===== src/rtl/boa_mtime_multi_pkg.sv =====
// Shared constants and helpers for the boa machine timer.
// Register word offsets, ctrl field positions, register-select decode and byte-merge helper.
package boa_mtime_multi_pkg;

  // Byte offsets from the register window base
  localparam logic [7:0] OFF_MTIME_LO  = 8'h00;
  localparam logic [7:0] OFF_MTIME_HI  = 8'h04;
  localparam logic [7:0] OFF_CTRL      = 8'h08;
  localparam logic [7:0] OFF_CMP_BASE  = 8'h10;  // + 8*h lo, + 8*h + 4 hi
  localparam logic [7:0] OFF_MSIP_BASE = 8'h80;  // + 4*h

  // ctrl field positions
  localparam int CTRL_EN_BIT  = 0;
  localparam int CTRL_DIV_LSB = 8;

  // Which register the current bus address selects
  typedef enum logic [2:0] {
    SEL_NONE,
    SEL_MTIME_LO,
    SEL_MTIME_HI,
    SEL_CTRL,
    SEL_CMP_LO,
    SEL_CMP_HI,
    SEL_MSIP
  } reg_sel_t;

  // Replace the bytes of old_word whose enable bit is set
  function automatic logic [31:0] byte_merge(input logic [31:0] old_word,
                                             input logic [31:0] new_word,
                                             input logic [3:0]  be);
    logic [31:0] res;
    for (int b = 0; b < 4; b++) begin
      res[8*b +: 8] = be[b] ? new_word[8*b +: 8] : old_word[8*b +: 8];
    end
    return res;
  endfunction

endpackage


===== src/rtl/boa_mem_bus.sv =====
// Simple single-cycle memory bus: byte-enabled writes, registered reads.
interface boa_mem_bus;
  logic [31:0] addr;
  logic [3:0]  we;
  logic [31:0] wdata;
  logic [31:0] rdata;
  logic        ready;

  modport MEM (input addr, input we, input wdata, output rdata, output ready);
  modport CPU (output addr, output we, output wdata, input rdata, input ready);
endinterface


===== src/rtl/boa_mtime_cmp.sv =====
// One timer comparator channel: mtimecmp register with byte-enable writes
// and the registered level-sensitive interrupt (mtime >= mtimecmp).
module boa_mtime_cmp
  import boa_mtime_multi_pkg::*;
(
  input  logic        clk,
  input  logic        rst,
  input  logic        i_wr_lo,
  input  logic        i_wr_hi,
  input  logic [3:0]  i_we,
  input  logic [31:0] i_wdata,
  input  logic [63:0] i_mtime,
  output logic [63:0] o_cmp,
  output logic        o_irq
);

  logic [63:0] r_cmp;
  logic        r_irq;

  // Compare register update and one-cycle-lagged interrupt evaluation
  always_ff @(posedge clk) begin
    if (!rst) begin
      r_cmp <= '1;
      r_irq <= 1'b0;
    end else begin
      if (i_wr_lo) r_cmp[31:0]  <= byte_merge(r_cmp[31:0],  i_wdata, i_we);
      if (i_wr_hi) r_cmp[63:32] <= byte_merge(r_cmp[63:32], i_wdata, i_we);
      r_irq <= (i_mtime >= r_cmp);
    end
  end

  assign o_cmp = r_cmp;
  assign o_irq = r_irq;

endmodule


===== src/rtl/boa_mtime_multi.sv =====
// Multi-hart machine timer: 64-bit mtime with prescaler, per-hart mtimecmp
// comparators and interrupts, zero-wait bus with registered read data.
// Optional per-hart software interrupt (msip/swi) when BOA_MTIME_SWI_EN is defined.
module boa_mtime_multi
  import boa_mtime_multi_pkg::*;
#(
  parameter logic [31:0] addr           = 32'hffff_f000,
  parameter int          harts          = 1,
  parameter int          prescale_width = 8
) (
  input  logic             clk,
  input  logic             rst,
  boa_mem_bus.MEM          bus,
  output logic [harts-1:0] irq
`ifdef BOA_MTIME_SWI_EN
  ,
  output logic [harts-1:0] swi
`endif
);

  localparam logic [5:0] W_MT_LO = OFF_MTIME_LO[7:2];
  localparam logic [5:0] W_MT_HI = OFF_MTIME_HI[7:2];
  localparam logic [5:0] W_CTRL  = OFF_CTRL[7:2];
  localparam int         CMP_W0  = int'(OFF_CMP_BASE[7:2]);
`ifdef BOA_MTIME_SWI_EN
  localparam int         MSIP_W0 = int'(OFF_MSIP_BASE[7:2]);
`endif

  logic [63:0]               r_mtime;
  logic [prescale_width-1:0] r_pre;
  logic                      r_en;
  logic [prescale_width-1:0] r_div;
  logic [31:0]               r_rdata;
`ifdef BOA_MTIME_SWI_EN
  logic [harts-1:0]          r_msip;
`endif

  logic [31:0] w_off;
  logic        w_in_win;
  logic [5:0]  w_word;
  logic        w_wr;
  reg_sel_t    w_sel;
  logic [2:0]  w_hart;
  logic [31:0] w_ctrl;
  logic [31:0] w_rd;
  logic        w_wr_mt_lo;
  logic        w_wr_mt_hi;
  logic [63:0] w_cmp [harts];
  logic [harts-1:0] w_irq;

  // Misaligned addresses fall outside every register and read as zero
  assign w_off    = bus.addr - addr;
  assign w_in_win = (w_off[31:8] == 24'd0) && (w_off[1:0] == 2'b00);
  assign w_word   = w_off[7:2];
  assign w_wr     = (bus.we != 4'b0000);

  assign w_ctrl = (32'(r_div) << CTRL_DIV_LSB) | (32'(r_en) << CTRL_EN_BIT);

  // Address decode to a register select and hart index; harts beyond the parameter stay unmapped
  always_comb begin
    w_sel  = SEL_NONE;
    w_hart = '0;
    if (w_in_win) begin
      if (w_word == W_MT_LO)      w_sel = SEL_MTIME_LO;
      else if (w_word == W_MT_HI) w_sel = SEL_MTIME_HI;
      else if (w_word == W_CTRL)  w_sel = SEL_CTRL;
      else begin
        for (int h = 0; h < harts; h++) begin
          if (w_word == 6'(CMP_W0 + 2*h)) begin
            w_sel  = SEL_CMP_LO;
            w_hart = 3'(h);
          end
          if (w_word == 6'(CMP_W0 + 2*h + 1)) begin
            w_sel  = SEL_CMP_HI;
            w_hart = 3'(h);
          end
`ifdef BOA_MTIME_SWI_EN
          if (w_word == 6'(MSIP_W0 + h)) begin
            w_sel  = SEL_MSIP;
            w_hart = 3'(h);
          end
`endif
        end
      end
    end
  end

  assign w_wr_mt_lo = w_wr && (w_sel == SEL_MTIME_LO);
  assign w_wr_mt_hi = w_wr && (w_sel == SEL_MTIME_HI);

  // Read data mux for the selected register
  always_comb begin
    w_rd = '0;
    case (w_sel)
      SEL_MTIME_LO: w_rd = r_mtime[31:0];
      SEL_MTIME_HI: w_rd = r_mtime[63:32];
      SEL_CTRL:     w_rd = w_ctrl;
      SEL_CMP_LO, SEL_CMP_HI: begin
        for (int h = 0; h < harts; h++) begin
          if (w_hart == 3'(h)) w_rd = (w_sel == SEL_CMP_HI) ? w_cmp[h][63:32] : w_cmp[h][31:0];
        end
      end
`ifdef BOA_MTIME_SWI_EN
      SEL_MSIP: begin
        for (int h = 0; h < harts; h++) begin
          if (w_hart == 3'(h)) w_rd = {31'd0, r_msip[h]};
        end
      end
`endif
      default: w_rd = '0;
    endcase
  end

  // mtime and prescaler: bus writes win over counting and restart the prescaler.
  // The >= compare also recovers cleanly when div is lowered below the running count.
  always_ff @(posedge clk) begin
    if (!rst) begin
      r_mtime <= '0;
      r_pre   <= '0;
    end else if (w_wr_mt_lo || w_wr_mt_hi) begin
      if (w_wr_mt_lo) r_mtime[31:0]  <= byte_merge(r_mtime[31:0],  bus.wdata, bus.we);
      if (w_wr_mt_hi) r_mtime[63:32] <= byte_merge(r_mtime[63:32], bus.wdata, bus.we);
      r_pre <= '0;
    end else if (r_en) begin
      if (r_pre >= r_div) begin
        r_pre   <= '0;
        r_mtime <= r_mtime + 64'd1;
      end else begin
        r_pre <= r_pre + prescale_width'(1);
      end
    end
  end

  // ctrl register: enable and divider, each bit written under its own byte enable
  always_ff @(posedge clk) begin
    if (!rst) begin
      r_en  <= 1'b1;
      r_div <= '0;
    end else if (w_wr && (w_sel == SEL_CTRL)) begin
      if (bus.we[CTRL_EN_BIT/8]) r_en <= bus.wdata[CTRL_EN_BIT];
      for (int i = 0; i < prescale_width; i++) begin
        if (bus.we[(CTRL_DIV_LSB + i) / 8]) r_div[i] <= bus.wdata[CTRL_DIV_LSB + i];
      end
    end
  end

  // Registered read data
  always_ff @(posedge clk) begin
    if (!rst) r_rdata <= '0;
    else      r_rdata <= w_rd;
  end

  assign bus.rdata = r_rdata;
  assign bus.ready = 1'b1;

  for (genvar gi = 0; gi < harts; gi++) begin : g_cmp
    boa_mtime_cmp u_cmp (
      .clk     (clk),
      .rst     (rst),
      .i_wr_lo (w_wr && (w_sel == SEL_CMP_LO) && (w_hart == 3'(gi))),
      .i_wr_hi (w_wr && (w_sel == SEL_CMP_HI) && (w_hart == 3'(gi))),
      .i_we    (bus.we),
      .i_wdata (bus.wdata),
      .i_mtime (r_mtime),
      .o_cmp   (w_cmp[gi]),
      .o_irq   (w_irq[gi])
    );
  end

  assign irq = w_irq;

`ifdef BOA_MTIME_SWI_EN
  // Software interrupt pending bits, only bit 0 of each word is storage
  always_ff @(posedge clk) begin
    if (!rst) begin
      r_msip <= '0;
    end else begin
      for (int h = 0; h < harts; h++) begin
        if (w_wr && (w_sel == SEL_MSIP) && (w_hart == 3'(h)) && bus.we[0]) r_msip[h] <= bus.wdata[0];
      end
    end
  end

  assign swi = r_msip;
`endif

endmodule


===== src/flat_wrapper.sv =====
// flat-port wrapper written by rule: the top's interface ports become plain ports
module boa_mtime_multi_flat import boa_mtime_multi_pkg::*;
#(
  parameter logic [31:0] addr           = 32'hffff_f000,
  parameter int          harts          = 1,
  parameter int          prescale_width = 8
)
  (clk, rst, irq, bus_addr, bus_we, bus_wdata, bus_rdata, bus_ready);
  boa_mem_bus bus_i ();
  input  logic clk;
  input  logic rst;
  output logic [harts-1:0] irq;
  input wire logic [$bits(bus_i.addr)-1:0] bus_addr;
  input wire logic [$bits(bus_i.we)-1:0] bus_we;
  input wire logic [$bits(bus_i.wdata)-1:0] bus_wdata;
  output wire logic [$bits(bus_i.rdata)-1:0] bus_rdata;
  output wire logic [$bits(bus_i.ready)-1:0] bus_ready;
  assign bus_i.addr = bus_addr;
  assign bus_i.we = bus_we;
  assign bus_i.wdata = bus_wdata;
  assign bus_rdata = bus_i.rdata;
  assign bus_ready = bus_i.ready;
  boa_mtime_multi #(.addr(addr), .harts(harts), .prescale_width(prescale_width)) u_core (.clk(clk), .rst(rst), .bus(bus_i), .irq(irq));
endmodule

===== config.mk =====
export PLATFORM = sky130hd
export DESIGN_NAME = boa_mtime_multi_flat
export DESIGN_NICKNAME = d
export VERILOG_FILES = /design/src/rtl/boa_mtime_multi_pkg.sv /design/src/rtl/boa_mem_bus.sv /design/src/rtl/boa_mtime_cmp.sv /design/src/rtl/boa_mtime_multi.sv /design/src/flat_wrapper.sv
export SDC_FILE = /design/constraint.sdc
export NUM_CORES = 1
export LEC_CHECK = 0
export ABC_AREA = 1
export ABC_CLOCK_PERIOD_IN_PS = 5010
export CORE_MARGIN = 2
export CORE_UTILIZATION = 50
export CTS_BUF_LIST = sky130_fd_sc_hd__clkbuf_4 sky130_fd_sc_hd__clkbuf_8
export DETAILED_ROUTE_END_ITERATION = 10
export PLACE_DENSITY = 0.8
export SETUP_SLACK_MARGIN = 0.5
export SLEW_MARGIN = 20
export SYNTH_ARGS = -nofsm -noshare
export SYNTH_HDL_FRONTEND = slang
export SYNTH_SLANG_ARGS = --single-unit
export TNS_END_PERCENT = 20

===== constraint.sdc =====
create_clock -name clk -period 5.01 [get_ports clk]
set_clock_uncertainty 0.15 [all_clocks]
set_input_delay 1.002 -clock clk [delete_from_list [all_inputs] [get_ports clk]]
set_output_delay 1.002 -clock clk [all_outputs]
set_load 0.03 [all_outputs]

==> results of run 1 <==
## final timing paths
| kind | cells past startpoint | slack [ns] | end |
|---|---|---|---|
| max reg2reg | 16 | 1.42 | u_core.r_mtime[56]$_SDFFE_PN0P_ |
| min | 2 | 0.33 | u_core.g_cmp[0].u_cmp.o_cmp[10]$_SDFFE_PN1P_ |
| min reg2reg | 2 | 0.33 | u_core.g_cmp[0].u_cmp.o_cmp[10]$_SDFFE_PN1P_ |
| max | 19 | 1.05 | u_core.r_mtime[11]$_SDFFE_PN0P_ |
## cells in the mapped netlist, types with 2 or more instances
cell type  number  share of area
a211oi_1        5         0.0031
a21o_1          2         0.0012
nor3b_1         3         0.0019
nor2_2         10         0.0052
o22ai_1        31          0.016
nor4_1         11         0.0057
o31ai_1         2         0.0012
o2111ai_1       2         0.0015
nand3_2         2         0.0017
o211ai_1       66          0.041
buf_2          13         0.0054
inv_1         236          0.074
inv_2           3        0.00094
nor2_4          5         0.0047
nor3_1         49          0.020
ha_1           74          0.077
nand2_4         9         0.0084
dfxtp_1       178           0.30
nand4_1        31          0.016
nor4b_1         2         0.0015
nand2_2        13         0.0068
a21oi_1        77          0.032
xor2_1         59          0.043
or2_2           2         0.0010
buf_6           8         0.0075
nand3_1        46          0.019
xnor2_1         4         0.0029
nand3b_1        3         0.0019
nor2_1        280          0.088
o21ai_0       115          0.048
o21a_1          2         0.0012
o21bai_1        3         0.0019
buf_1           2        0.00063
nor3_2          2         0.0017
nand2_1       427           0.13
buf_4           3         0.0019
o21ai_1         4         0.0017
clkbuf_1       41          0.013
## layer usage
layer  global-route usage  vias up  wire (um)
met5                    0        -          0
met4               0.1004        0       1012
met3              0.04350       74       2823
met2               0.4885      523      17560
met1               0.3900     5634      16440
li1                     -     6090          -
## where the power goes
group	internal, mW	switching [mW]
clock	0.539	0.600
sequential	1.42	0.00266
combinational	0.0716	0.0941
## critical path: stages
cell and delay [ns]:
clkdlybuf4s50_1 0.57, nand2_1 0.09, nor2_2 0.17, nand3_2 0.13, nand2_1 0.12, nand2_1 0.06
nor2_1 0.08, nand2_1 0.08, nor2_2 0.16, nand3_4 0.13, nor2_8 0.17, nand2_4 0.26
nor2_4 0.20, inv_2 0.29, o21ai_2 0.27, nand2_4 0.15, nand2_1 0.09, nand2_1 0.05
nor2_1 0.12
## cell families (layout without fill, tap and decap cells)
kind of cell | count (synthesis) | in the layout | share of synthesized area
and+or+nand+nor | 899 | 899 | 0.3227
AOI/OAI and AO/OA | 315 | 315 | 0.1540
buffers and inverters | 307 | 387 | 0.1033
adders and majority gates | 74 | 74 | 0.07710
xor gates and xnor gates | 63 | 63 | 0.04595
DFF | 178 | 178 | 0.2967
other | 1 | 1 | 0.0003123
## flip-flops by register name, summed over array words and instances (netlist names)
name                      count
u_core.bus.rdata             32
u_core.g_cmp.u_cmp.o_cmp     64
u_core.g_cmp.u_cmp.o_irq      1
u_core.r_div                  8
u_core.r_en                   1
u_core.r_mtime               64
u_core.r_pre                  8
## placed cells by master (no fill, tap or decap), types with 3 or more instances in the layout
| master | instances |
|---|---|
| nand2_1 | 427 |
| nor2_1 | 280 |
| inv_1 | 236 |
| dfxtp_1 | 178 |
| o21ai_0 | 115 |
| clkdlybuf4s50_1 | 101 |
| a21oi_1 | 77 |
| ha_1 | 74 |
| o211ai_1 | 66 |
| xor2_1 | 59 |
| nor3_1 | 49 |
| nand3_1 | 46 |
| nand4_1 | 31 |
| o22ai_1 | 31 |
| clkbuf_8 | 19 |
| buf_4 | 14 |
| nand2_2 | 12 |
| nor4_1 | 11 |
| nor2_2 | 10 |
| nand2_4 | 10 |
| nor2_4 | 5 |
| a211oi_1 | 5 |
| inv_6 | 5 |
| o21ai_1 | 4 |
| xnor2_1 | 4 |
| o21bai_1 | 3 |
| nand3b_1 | 3 |
| inv_2 | 3 |
| nor3b_1 | 3 |
| bufinv_16 | 3 |
## metrics by stage
stage	area, um^2	total power [mW]	cells	util	setup slack [ns]
after global placement	13200	1.612	2204	0.5609	0.7290
after floorplan	12010	1.527	1837	-	1.918
final	13640	2.723	2236	0.5795	1.053
after global routing	13640	2.790	2236	0.5795	0.7983
after detailed placement	13200	1.614	2204	0.5609	0.6049
after CTS	13640	2.722	2236	0.5795	1.086
## area by class of cell
type | count | area share
clock inverter | 12 | 0.01247
multi-input combinational | 1352 | 0.5295
inverter | 240 | 0.06603
sequential | 178 | 0.2612
clock buffer | 20 | 0.01972
tap | 319 | 0.02926
timing repair buffer | 115 | 0.08180
==> flow_summary.toml, run 1 <==
[final_layout]
fillers = 2308
area_growth_pct = 13.61
multi_input_area_um2 = 7224
n_antenna_cell = 0
regArea_um2 = 3563
nets = 2048
drive_gt1_frac = 0.05216

[logic_synthesis]
synth.cell_area_um2 = 12010
ys.warnings.count = 0
synth_nets = 1981
synth_cell_types = 50
synth.avg_cell_area_um2 = 6.537
syn_inst = 1837
synth_ff_type = "dfxtp_1"
yosysSeqAreaShare = 0.2967
ys_seq_elements = 178
synth-edff-count = 0
synthArstFlopShare = 0

[clocking]
clock_latency_ns = 0.50
post_cts_buffers = 0
cts_root_buffer = "clkbuf_8"
cts_resized = 0
clk_pin_slew_ns = 0.10
h-tree-depth = 4
max-clock-path-buffers = 2
postCtsHoldBufs = 0
cts_tree = "built"
cts_buffers = 17
cts_sinks = 178

[route]
post-route-drc-count = 0
viasPerCell = 5.510
routed_wl_um = 37840
dr.pass1.iters = 6
drt_iter0_markers = 1172
wl_per_cell_um = 16.92
drtAntennaViolNets = 0
num_vias = 12321

[grt]
grt_pass1_vias = 11588
grt_first_pass_wirelength_um = 60060
grt_usage = 0.2932
antenna_found_initial = 0
grt_start_max_net_pins = 69
overflow = 0

[floorplan]
core.rowCount = 56
initial_core_util = 0.5101
die_x_um = 159.0
core_region_area_um2 = 23540
pin_count = 104
die_area_um2 = 25270
dieHeight_um = 159.0

[worst_setup_path]
critPathMaxFanout = 34
cp.required_ns = 5.29
crit_start = "bus_addr[23]"
critical_path_arrival_ns = 4.23
startpoint_type = "input pin"
path_class = "in -> reg"
crit-reg2reg-launch = "u_core.r_mtime[0]$_SDFFE_PN0P_"
end_kind = "flip-flop"

[job]
maxCapViolCount = 0

[placed_design]
gp_congestion = 1.045
hpwl_um = 29200
io_buffers = 102

[sta]
slew_violations = 0
min_period_ns = 3.957
fmax_mhz = 252.7
fin_setup_tns_ns = 0
hold_ws_ns = 0.3335
hold_viol_final = 0
maxSlewHeadroom = 0.4341
setup_violations = 0
rsz0062_at_grt = "no"
finalCritPeriodShare = 0.7897
worst_pin_slew_ns = 0.8379

[min_path]
hp-start = "u_core.g_cmp[0].u_cmp.o_cmp[10]$_SDFFE_PN1P_"
holdCritPathClass = "reg -> reg"

[outcome]
run_status = "finished clean"

[power_and_ir_drop]
vdd.ir_drop.worst_v = 0.0001807
p_leak_nw = 6.256
power_density_nw_per_um2 = 199.6
Note: power is estimated with default switching activity, not from simulation.
==> run 2, diff against run 1 <==
--- a/config.mk
+++ b/config.mk
@@ -6,7 +6,7 @@
 export NUM_CORES = 1
 export LEC_CHECK = 0
 export ABC_AREA = 1
-export ABC_CLOCK_PERIOD_IN_PS = 5010
+export ABC_CLOCK_PERIOD_IN_PS = 3800
 export CORE_MARGIN = 2
 export CORE_UTILIZATION = 50
 export CTS_BUF_LIST = sky130_fd_sc_hd__clkbuf_4 sky130_fd_sc_hd__clkbuf_8
==> constraint.sdc (replaced) <==
create_clock -name clk -period 3.8 [get_ports clk]
set_clock_uncertainty 0.15 [all_clocks]
set_input_delay 0.76 -clock clk [delete_from_list [all_inputs] [get_ports clk]]
set_output_delay 0.76 -clock clk [all_outputs]
set_load 0.03 [all_outputs]
==> run 2 against run 1 <==
Compared with the run above: count of clock-buffer cells in the layout shrank 1; highest routed layer unchanged; non-clock buffer count grew 23; sequential share of layout area shrank 0.73 points; clock power grew 24%; hold slack lost 0.0021 ns; via count grew 2.2%; sequential power grew 32%; largest cell class unchanged.
==> flow_summary.toml, run 2 (same netlist as run 1, synthesis figures left out) <==
[outcome]
run_status = "finished clean"

[worst_setup_path]
r2r_slack_ns = 0.66
startpoint_type = "input pin"
path_common_cell = "nand2_1"
critical_path_arrival_ns = 3.50
critPathTopFamily = "simple AND/OR/NAND/NOR gates"
path_class = "in -> reg"
cp_slowest_cell = "clkdlybuf4s50_1"
end_kind = "flip-flop"
crit_path_max_incr_delay_ns = 0.48
path_cells = "clkdlybuf4s50_1 > nand2_2 > nor2_4 > nand3_2 > nand2_1 > nand2_1 > nor2_1 > nand2_1 > nor2_2 > nand3_4 > nor2_8 > nand4_4 > nand2_4 > nand2_1 > nand2_4 > nand2_8 > nand2_1 > nand2_1 > nor2_1"
cp.required_ns = 4.05
critPathMaxFanout = 16
path_buf_inv = 1

[clocking]
postCtsHoldBufs = 0
cts_tree = "built"
cts_sinks = 178
cts_buffers = 17
h-tree-depth = 4
clock_latency_ns = 0.49
cts_root_buffer = "clkbuf_8"
clk_pin_slew_ns = 0.09
max-clock-path-buffers = 2

[placed_design]
hpwl_um = 28740
io_buffers = 102
gp_congestion = 1.027

[sta]
worst_pin_slew_ns = 0.9136
maxSlewHeadroom = 0.3830
slew_violations = 0
fmax_mhz = 308.0
min_period_ns = 3.246
fin_setup_tns_ns = 0
hold_viol_final = 0
finalCritPeriodShare = 0.8543
rsz0062_at_grt = "yes"
setup_violations = 0

[job]
maxCapViolCount = 0

[route]
num_vias = 12590
drt_iter0_markers = 1162
drtAntennaViolNets = 0
viasPerCell = 5.576
post-route-drc-count = 0
dr.pass1.iters = 6
wl_per_cell_um = 16.47
routed_wl_um = 37180

[floorplan]
initial_core_util = 0.5101
die_area_um2 = 25270
core_region_area_um2 = 23540
pin_count = 104
dieHeight_um = 159.0
core.rowCount = 56
die_x_um = 159.0

[power_and_ir_drop]
total_power_mw = 3.506
vdd.ir_drop.worst_v = 0.0001659
p_leak_nw = 6.478
power_density_nw_per_um2 = 249.8

[final_layout]
final_cell_mix = "nand2_1, nor2_1, inv_1"
fillers = 2224
n_antenna_cell = 0
area_growth_pct = 16.86
post-route-util = 0.5961
layout_commonest_cell = "nand2_1"
nets = 2071
drive_gt1_frac = 0.07169

[grt]
grt.met2_usage = 0.4720
grt_usage = 0.2861
grt_first_pass_wirelength_um = 58890
met1_usage = 0.3727
antenna_found_initial = 0
overflow = 0
grt_use_met3 = 0.05184
top_usage_layer = "met2"
grt_pass1_vias = 11611
grt_start_max_net_pins = 114

[min_path]
holdCritPathClass = "reg -> reg"
-- run 2: changes by cell type in the layout (fill, tap and decap cells not counted), sizes merged --
cell | before | now
buf | 14 | 37
clkbuf | 20 | 19
clkdlybuf4s50 | 101 | 95
clkinv | 3 | 6
inv | 245 | 241
clkinvlp | 1 | 2
dlymetal6s2s | 0 | 6
-- run 2: routing by layer --
metal | vias up | share of wire | wire [um]
met4 | 0 | 0.036 | 1357
met2 | 529 | 0.46 | 16930
met3 | 95 | 0.076 | 2838
met1 | 5814 | 0.43 | 16060
met5 | - | 0 | 0
li1 | 6152 | - | -
-- run 2: final cells by class --
| class | instances | area [um^2] | share of cell area |
|---|---|---|---|
| Multi-Input combinational cell | 1352 | 7367 | 0.5250 |
| Sequential cell | 178 | 3563 | 0.2539 |
| Timing Repair Buffer | 138 | 1386 | 0.09879 |
| Inverter | 240 | 900.9 | 0.06419 |
| Tap cell | 319 | 399.1 | 0.02844 |
| Clock buffer | 19 | 261.5 | 0.01863 |
| Clock inverter | 12 | 155.1 | 0.01106 |
-- run 2: worst reg2reg max path: stages (launching register included) --
cell and delay (ns):
dfxtp_1 0.43, nand3_1 0.15, nor2_1 0.17, nand2_1 0.14, nor2_2 0.20, nand4_1 0.21, nor2_2 0.28, nand2_1 0.18
nor2_1 0.31, nand2_1 0.15, nor2_1 0.23, xor2_1 0.19, nand2_1 0.07, o21ai_1 0.09, nor2_1 0.05, nor2_1 0.08
-- run 2: report_power, final --
part	switching, mW	total [mW]	internal, mW	leakage [nW]
combinational	0.126	0.222	0.0958	4.83
clock	0.730	1.41	0.684	0.208
sequential	0.00325	1.87	1.87	1.44
-- run 2: final timing paths --
path,depth (start not counted),endpoint,start
hold / removal,2,u_core.g_cmp[0].u_cmp.o_cmp[10]$_SDFFE_PN1P_,u_core.g_cmp[0].u_cmp.o_cmp[10]$_SDFFE_PN1P_
setup / recovery,19,u_core.r_mtime[39]$_SDFFE_PN0P_,bus_addr[12]
setup reg to reg,15,u_core.r_mtime[49]$_SDFFE_PN0P_,u_core.r_mtime[2]$_SDFFE_PN0P_
hold reg to reg,2,u_core.g_cmp[0].u_cmp.o_cmp[10]$_SDFFE_PN1P_,u_core.g_cmp[0].u_cmp.o_cmp[10]$_SDFFE_PN1P_
-- run 2: repair_timing --
action / 4_1_cts / 5_1_grt
setup buffers: 0 / 8
endpoints found under the setup margin: 1 / 106
endpoints found under the hold margin: 0 / 0
resized for setup: 2 / 37
pin swaps: 0 / 7
-- run 2: stage by stage --
step | std cells | hold slack (ns) | setup WS, ns | cell area [um^2]
detailed placement | 2219 | 0.3117 | 0.04915 | 13370
finish | 2258 | 0.3314 | 0.5536 | 14030
CTS | 2250 | 0.3345 | 0.5398 | 13790
floorplan | 1837 | 0.2844 | 0.9498 | 12010
global route | 2258 | 0.3579 | 0.3966 | 14030
global placement | 2219 | 0.3079 | 0.1075 | 13370
==> run 3, diff against run 2 <==
--- a/config.mk
+++ b/config.mk
@@ -11,6 +11,7 @@
 export CORE_UTILIZATION = 50
 export CTS_BUF_LIST = sky130_fd_sc_hd__clkbuf_4 sky130_fd_sc_hd__clkbuf_8
 export DETAILED_ROUTE_END_ITERATION = 10
+export MAX_ROUTING_LAYER = met4
 export PLACE_DENSITY = 0.8
 export SETUP_SLACK_MARGIN = 0.5
 export SLEW_MARGIN = 20
==> run 3 against run 2 <==
Compared with the run above: first-iteration DRC count increased by 7.1%; clock power decreased by 6%; sequential share of layout area decreased by 0.095 points; flip-flop and latch count unchanged; count of clock-buffer cells in the layout increased by 1; hold slack got worse by 0.0035 ns; maximum frequency increased by 1.4%; sequential power about the same; die area unchanged; critical path depth decreased by 4; non-clock buffer count increased by 7; critical path type is now reg -> reg; largest cell class unchanged.
==> flow_summary.toml, run 3 (same netlist as run 1, synthesis figures left out) <==
[worst_setup_path]
critPathMaxFanout = 5
crit_path_max_incr_delay_ns = 0.46
end_kind = "flip-flop"
path_class = "reg -> reg"
cp.required_ns = 4.08
critical_path_arrival_ns = 3.49
startpoint_type = "flip-flop"
cp_slowest_cell = "dfxtp_1"
path_cells = "nand3_1 > nor2_1 > nand2_1 > nor2_2 > nand4_1 > nor2_2 > buf_4 > nand4_1 > nor2_2 > buf_4 > xor2_1 > nand2_1 > o21ai_0 > nor2_1 > nor2_1"

[final_layout]
instances_no_fill = 2266
area_growth_pct = 17.30
final_cell_mix = "nand2_1, nor2_1, inv_1"
post-route-util = 0.5983
nets = 2078
n_antenna_cell = 0
fillers = 2280
stdcell_area_um2 = 14090
layout_commonest_cell = "nand2_1"
drive_gt1_frac = 0.07807

[floorplan]
die_area_um2 = 25270
dieHeight_um = 159.0
initial_core_util = 0.5101
pin_count = 104
die_x_um = 159.0
core_region_area_um2 = 23540
core.rowCount = 56

[sta]
min_period_ns = 3.202
fmax_mhz = 312.3
setup_violations = 0
maxSlewHeadroom = 0.4399
fin_setup_tns_ns = 0
finalCritPeriodShare = 0.8427
rsz0062_at_grt = "yes"
hold_viol_final = 0
slew_violations = 0
worst_pin_slew_ns = 0.8293

[placed_design]
place_inst = 2222
io_buffers = 102
place_area_um2 = 13380
gp_congestion = 1.006
hpwl_um = 30220

[route]
routed_wl_um = 39960
post-route-drc-count = 0
drt_iter0_markers = 1244
wl_per_cell_um = 17.63
drtAntennaViolNets = 0
num_vias = 12725
dr.pass1.iters = 6
viasPerCell = 5.616

[clocking]
cts_buffers = 17
cts_sinks = 178
cts_tree = "built"
clock_latency_ns = 0.49
max-clock-path-buffers = 2
cts_root_buffer = "clkbuf_8"
clk_pin_slew_ns = 0.11
h-tree-depth = 4

[grt]
grt_start_max_net_pins = 114
overflow = 0
grt_usage = 0.3157
antenna_found_initial = 0
grt_pass1_vias = 11801
grt_first_pass_wirelength_um = 62250

[job]
maxCapViolCount = 0

[outcome]
run_status = "finished clean"

[power_and_ir_drop]
power_density_nw_per_um2 = 243.3
p_leak_nw = 6.489
vdd.ir_drop.worst_v = 0.0001781

[min_path]
holdCritPathClass = "reg -> reg"
run 3: cell type report:
type / instances / area [um^2] / area share
clock inverter: 12 / 123.9 / 0.008794
tap: 319 / 399.1 / 0.02834
inverter: 240 / 900.9 / 0.06395
clock buffer: 20 / 262.8 / 0.01865
sequential: 178 / 3563 / 0.2530
timing repair buffer: 145 / 1433 / 0.1017
multi-input combinational: 1352 / 7403 / 0.5256
run 3: power breakdown:
group	switching [mW]	internal, mW	leakage, nW	total, mW
registers	0.00380	1.87	1.44	1.87
clock network	0.769	0.566	0.202	1.33
logic	0.126	0.0958	4.85	0.222
run 3: stage by stage:
stage | hold slack, ns | total power [mW] | worst slack [ns]
2_1_floorplan | 0.2844 | 2.013 | 0.9498
3_3_place_gp | 0.3064 | 2.128 | 0.07201
3_5_place_dp | 0.3123 | 2.131 | 0.03741
4_1_cts | 0.3306 | 3.429 | 0.5351
5_1_grt | 0.3373 | 3.520 | 0.4726
6_report | 0.3279 | 3.427 | 0.5979
run 3: path summary, 6_finish.rpt:
path | start | end | slack, ns | depth (start not counted)
max reg2reg | u_core.r_mtime[2]$_SDFFE_PN0P_ | u_core.r_mtime[45]$_SDFFE_PN0P_ | 0.60 | 15
max | u_core.r_mtime[2]$_SDFFE_PN0P_ | u_core.r_mtime[45]$_SDFFE_PN0P_ | 0.60 | 15
min | u_core.r_pre[7]$_SDFFE_PP0P_ | u_core.r_pre[7]$_SDFFE_PP0P_ | 0.33 | 1
min reg2reg | u_core.r_pre[7]$_SDFFE_PP0P_ | u_core.r_pre[7]$_SDFFE_PP0P_ | 0.33 | 1
run 3: timing repair:
action                     4_1_cts  5_1_grt
hold buffers                     0        0
gates cloned                     0        1
setup buffers                    0       11
setup endpoints to repair        2      136
resized for setup                4       43
pin swaps                        0       11
run 3: routing by layer:
| layer | GRT usage | wire length (um) |
|---|---|---|
| met1 | 0.4025 | 17110 |
| met2 | 0.5123 | 18480 |
| met3 | 0.05132 | 3111 |
| met4 | 0.1050 | 1253 |
| met5 | - | 0 |
run 3: worst max-delay path: cells and delay by family (launching register included):
kind / cells / cell delay [ns]
AND/OR/NAND/NOR: 11 / 1.99
flip-flops: 1 / 0.46
buffers and inverters: 2 / 0.30
XOR/XNOR: 1 / 0.14
AO/OA/AOI/OAI: 1 / 0.09
